`src/rtl/ctrl_pipe_unit.sv`:
```
// ID/EX control-decode register for the LEGv8-style pipeline: decodes opcode[31:21]
// into the registered control bundle and sequences multi-cycle MUL issue.
module ctrl_pipe_unit #(
  parameter int MUL_LAT        = 4,
  parameter int ILLEGAL_BUBBLE = 1
) (
  input  logic        clk,
  input  logic        reset,
  input  logic        instr_valid,
  input  logic [10:0] opcode,
  input  logic        stall_in,
  input  logic        flush_in,
  output logic [17:0] ctrl,
  output logic        ctrl_valid,
  output logic        busy,
  output logic        illegal
);

  typedef enum logic {IDLE, MULBUSY} state_t;

  localparam logic [3:0] CNT_LOAD  = 4'(MUL_LAT - 1);
  localparam bit         MUL_MULTI = (MUL_LAT > 1);
  localparam bit         ILL_VLD   = (ILLEGAL_BUBBLE == 0);

  // Bundle layout, MSB first:
  // Reg2Loc RegWrite ALUSrc ALUOp[2:0] MemWrite MemRead MemToReg SetFlags
  // CBZ BL BLT BR B ImmSel[1:0] MulStart
  function automatic logic [18:0] decode(input logic [10:0] op);
    logic [18:0] r;
    r = '0;
    casez (op)
      11'b1001000100?: r = {1'b1, 18'b0_1_1_010_0_0_0_0_0_0_0_0_0_00_0}; // ADDI
      11'b10101011000: r = {1'b1, 18'b0_1_0_010_0_0_0_1_0_0_0_0_0_00_0}; // ADDS
      11'b11101011000: r = {1'b1, 18'b0_1_0_011_0_0_0_1_0_0_0_0_0_00_0}; // SUBS
      11'b11111000010: r = {1'b1, 18'b0_1_1_010_0_1_1_0_0_0_0_0_0_11_0}; // LDUR
      11'b11111000000: r = {1'b1, 18'b1_0_1_010_1_0_0_0_0_0_0_0_0_11_0}; // STUR
      11'b10110100???: r = {1'b1, 18'b1_0_0_000_0_0_0_0_1_0_0_0_0_10_0}; // CBZ
      11'b000101?????: r = {1'b1, 18'b0_0_0_000_0_0_0_0_0_0_0_0_1_01_0}; // B
      11'b100101?????: r = {1'b1, 18'b0_1_0_000_0_0_0_0_0_1_0_0_0_01_0}; // BL
      11'b01010100???: r = {1'b1, 18'b0_0_0_000_0_0_0_0_0_0_1_0_0_10_0}; // B.cond
      11'b11010110000: r = {1'b1, 18'b1_0_0_000_0_0_0_0_0_0_0_1_0_00_0}; // BR
      11'b10011011000: r = {1'b1, 18'b0_1_0_100_0_0_0_0_0_0_0_0_0_00_1}; // MUL
      default:         r = '0;
    endcase
    return r;
  endfunction

  // Stage p0: combinational decode of the presented opcode
  logic [17:0] dec_p0;
  logic        hit_p0;

  always_comb begin
    {hit_p0, dec_p0} = decode(opcode);
  end

  // Stage p1: ID/EX register and MUL sequencer
  state_t      state;
  logic [3:0]  cnt;
  logic [17:0] ctrl_p1;
  logic        vld_p1;
  logic        busy_p1;
  logic        ill_p1;

  always_ff @(posedge clk) begin
    if (reset) begin
      state   <= IDLE;
      cnt     <= '0;
      ctrl_p1 <= '0;
      vld_p1  <= 1'b0;
      busy_p1 <= 1'b0;
      ill_p1  <= 1'b0;
    end else if (flush_in) begin
      state   <= IDLE;
      cnt     <= '0;
      ctrl_p1 <= '0;
      vld_p1  <= 1'b0;
      busy_p1 <= 1'b0;
      ill_p1  <= 1'b0;
    end else if (state == MULBUSY) begin
      ctrl_p1 <= '0;
      vld_p1  <= 1'b0;
      ill_p1  <= 1'b0;
      cnt     <= cnt - 4'd1;
      if (cnt == 4'd1) begin
        state   <= IDLE;
        busy_p1 <= 1'b0;
      end
    end else if (stall_in) begin
      // Held bundle keeps its fields, but MulStart must not fire twice
      ctrl_p1[0] <= 1'b0;
      ill_p1     <= 1'b0;
      busy_p1    <= 1'b0;
    end else begin
      busy_p1 <= 1'b0;
      if (!instr_valid) begin
        ctrl_p1 <= '0;
        vld_p1  <= 1'b0;
        ill_p1  <= 1'b0;
      end else if (hit_p0) begin
        ctrl_p1 <= dec_p0;
        vld_p1  <= 1'b1;
        ill_p1  <= 1'b0;
        if (dec_p0[0] && MUL_MULTI) begin
          state   <= MULBUSY;
          cnt     <= CNT_LOAD;
          busy_p1 <= 1'b1;
        end
      end else begin
        ctrl_p1 <= '0;
        vld_p1  <= ILL_VLD;
        ill_p1  <= 1'b1;
      end
    end
  end

  assign ctrl       = ctrl_p1;
  assign ctrl_valid = vld_p1;
  assign busy       = busy_p1;
  assign illegal    = ill_p1;

endmodule

```
`config.mk`:
```
export PLATFORM = sky130hd
export DESIGN_NAME = ctrl_pipe_unit
export DESIGN_NICKNAME = d
export VERILOG_FILES = /design/src/rtl/ctrl_pipe_unit.sv
export SDC_FILE = /design/constraint.sdc
export NUM_CORES = 1
export LEC_CHECK = 0
export BUFFER_PORTS_ARGS = -buffer_cell sky130_fd_sc_hd__buf_2
export CORE_UTILIZATION = 38
export DETAILED_ROUTE_END_ITERATION = 6
export PLACE_DENSITY = 0.71
export SLEW_MARGIN = 10
export SYNTH_ARGS = -nofsm -noshare
export SYNTH_HDL_FRONTEND = slang
export SYNTH_SLANG_ARGS = --single-unit
```
`constraint.sdc`:
```
create_clock -name clk -period 1.9 [get_ports clk]
set_input_delay 0.38 -clock clk [delete_from_list [all_inputs] [get_ports clk]]
set_output_delay 0.38 -clock clk [all_outputs]
set_load 0.05 [all_outputs]
```
==> summary.txt <==
Status
  • Status: complete, but fails checks
  • Failing checks: design-rule violations

Min path
  • Hold Path Class: in -> reg
  • Worst hold path depth: 3
  • HP Start: stall_in
  • Hold endpoint: ctrl[14]$_SDFFE_PP0N_

Routing
  • Avg Vias per Cell: 5.37
  • Starting DRT DRC Count: 25
  • Residual DRC count: 3
  • Detail Route Antenna Nets: 0
  • Vias: roughly 1,100
  • WL/cell: 12.5 um
  • DRT Wirelength: approximately 2600 um
  • Drt first pass iters: 7

Finish
  • Share of cells above drive strength 1: between 30 and 40%
  • Fin area: roughly 1500 um^2
  • Post-route insts no fill: 210
  • Final #Nets: 198
  • Layout area overhead: 25.8%
  • ANT cells: 0

Clock network
  • Clock sink total: 25
  • TritonCTS clock tree: yes
  • Num CTS Buffers: 3
  • H-Tree Depth: 1
  • Hold buffer count at CTS: 0
  • Maximum number of buffers from clock root to sink: 2
  • PostCTS Resize Cnt: 0
  • Clock transition at path regs: about 0.13 ns
  • Skew-Pair Late Insertion Delay: ~0.32 ns
  • Clock root cell: clkbuf_4
  • Post-CTS Setup Inserts: 0

Placement
  • Placed insts: between 200 and 250
  • PortBufs: 36
  • Placer Congestion: around 0.83
  • Placement-stage cell area: approximately 1500 um^2
  • DP Wirelength: 2110 um

Worst setup path
  • Critical path startpoint: opcode[1]
  • Crit Path Max Fanout: 6
  • Crit end category: flop
  • CP required: roughly 2.1 ns
  • R2r worst-path depth: 4
  • Startpoint types: input pin
  • R2r startpoint: state$_SDFF_PP0_
  • Critical Path AT: 1.79 ns
  • R2r setup slk: between 0.6 and 0.7 ns
  • Kind of critical path: in -> reg
  • FF-to-FF End: ctrl[17]$_SDFFE_PP0N_

Global routing
  • Number of global-route vias before repair: between 1,000 and 1,500
  • GRT overflow: 0
  • Largest net degree at the start of global routing: 16
  • Initial antenna violation count: 0
  • GRT Resource Usage Total: 17.5%
  • First-pass GRT wire length: 4500 um

Synth
  • Mapped Area: 1190 um^2
  • Synth Area in Simple Gates: between 30% and 40%
  • Library cells used by synthesis: 40
  • Synthesized instance count: between 100 and 150
  • Synth area leaders: dfxtp_1 42%, nand2_1 6.9%, o21ai_0 4.6%
  • Top cells by count, synth: 25 x dfxtp_1, 22 x nand2_1, 11 x o21ai_0
  • Combinational family with the most area after synthesis: simple AND/OR/NAND/NOR gates
  • Largest area contributor in the netlist: dfxtp_1
  • Post-synthesis sequential area ratio: ~42%
  • Mux contribution to synthesized area: 0%
  • Post-synthesis compound-gate area fraction: a little over a fifth
  • Ys flop type: dfxtp_1
  • Ys Warns: 0
  • Post-synth top area share: between 40% and 50%
  • EDFF count, synth: 0
  • Register bit count reported by yosys: 25
  • Synthesized area per cell: between 8 and 9 um^2
  • Post-synth net total: between 150 and 200
  • Most frequent cell after synthesis: dfxtp_1
  • Synthesized-area fraction occupied by adder cells: around 2.1%
  • XOR/XNOR Fraction of Synth Area: 0%
  • Share of flip-flops with an asynchronous set or reset: 0%

Die
  • Initial Util: between 40% and 50%
  • Die width: about 58 um
  • DIE AREA: ~3400 um^2
  • Row Count: 19
  • Die Y: 58.0 um
  • Ports: 37
  • Core ar.: around 2900 um^2

Power and ir drop
  • Sw Ratio: between 20% and 30%
  • Max IR drop VDD: approximately 370 uV
  • Reg power frac: about three fifths
  • Comb power frac: 9.6%
  • P_int: around 0.64 mW
  • Overall Power: between 0.8 and 0.9 mW
  • Pwr Density: about 570 nW/um^2
  • Net switching power: about 0.21 mW
  • Pleak: between 0.6 and 0.7 nW
  • Clk network pwr share: 28.5%

Job
  • MaxCap Viol Count: 0

Timing
  • Worst-margin pin slew: 0.507 ns
  • RSZ-0062 raised after global routing: no
  • Fin crit period: 1.56 ns
  • Final hold viol count: 0
  • Final Cycle Share: around four fifths
  • Worst hold margin: approximately 0.36 ns
  • Setup-failing EPs final: 0
  • Fin Clk Skew: 0.00923 ns
  • Peak Freq: around 640 MHz
  • TNS Setup: 0 ns
  • Relative slew slack: 66.2%
  • Max-slew violations: 0
==> flip-flops by register name, indices dropped and copies added (netlist names) <==
name and count:
ctrl 17, cnt 4, busy 1, ctrl_valid 1, illegal 1, state 1
==> power by group through the flow <==
stage / logic, mW / registers (mW) / clock network [mW]
after floorplan: 0.0356 / 0.540 / 0
after CTS: 0.0815 / 0.525 / 0.258
after global routing: 0.0895 / 0.526 / 0.274
final: 0.0812 / 0.525 / 0.242
after detailed placement: 0.0812 / 0.537 / 0
after global placement: 0.0786 / 0.537 / 0
==> kinds of logic after synthesis <==
group	Yosys count
fa+ha+maj	2
simple gates	62
buf+inv	11
compound gates	35
flops	25
==> layout make-up <==
cell class	count	area [um^2]
Clock inverter	1	7.51
Multi-Input combinational cell	99	639
Tap cell	31	38.8
Inverter	4	15.0
Timing Repair Buffer	47	275
Clock buffer	3	22.5
Sequential cell	25	500
Fill cell	268	1350
==> worst max path at each step <==
stage | end | slack, ns | cells after the start
floorplan | illegal$_SDFF_PP0_ | 0.19 | 5
detailed placement | cnt[3]$_SDFFE_PP0P_ | 0.01 | 5
CTS | state$_SDFF_PP0_ | 0.36 | 5
finish | state$_SDFF_PP0_ | 0.34 | 5
global placement | cnt[2]$_SDFFE_PP0P_ | 0.04 | 5
global route | state$_SDFF_PP0_ | 0.29 | 5
==> through the flow <==
step / utilization, % / worst slack (ns)
2_1_floorplan: - / 0.191
3_3_place_gp: 51.5 / 0.0356
3_5_place_dp: 51.5 / 0.0129
4_1_cts: 52.5 / 0.360
5_1_grt: 52.5 / 0.286
6_report: 52.5 / 0.344
==> cell usage in the layout, fill, tap and decap left out, types with 4 or more instances in the layout <==
cell type	synthesis	routed
nand2b_1	4	4
o21ai_0	11	11
nand2_1	22	22
buf_2	5	36
nor3_1	8	8
a21oi_1	7	7
dfxtp_1	25	25
nor2_1	6	6
inv_1	4	4
buf_4	1	10
==> per-layer routing <==
| layer | global-route usage [%] | share of wire [%] |
|---|---|---|
| met1 | 22.1 | 47 |
| met5 | 0 | 0 |
| met2 | 29.1 | 47 |
| met3 | 4.91 | 5.7 |
| met4 | 5.10 | 0.84 |
==> critical path, stage by stage <==
cell and delay, ns:
buf_2 0.11, or4b_4 0.57, nor4_4 0.43, nor2_2 0.06
a311oi_2 0.24
No activity file was read; power rests on OpenSTA's default activity.
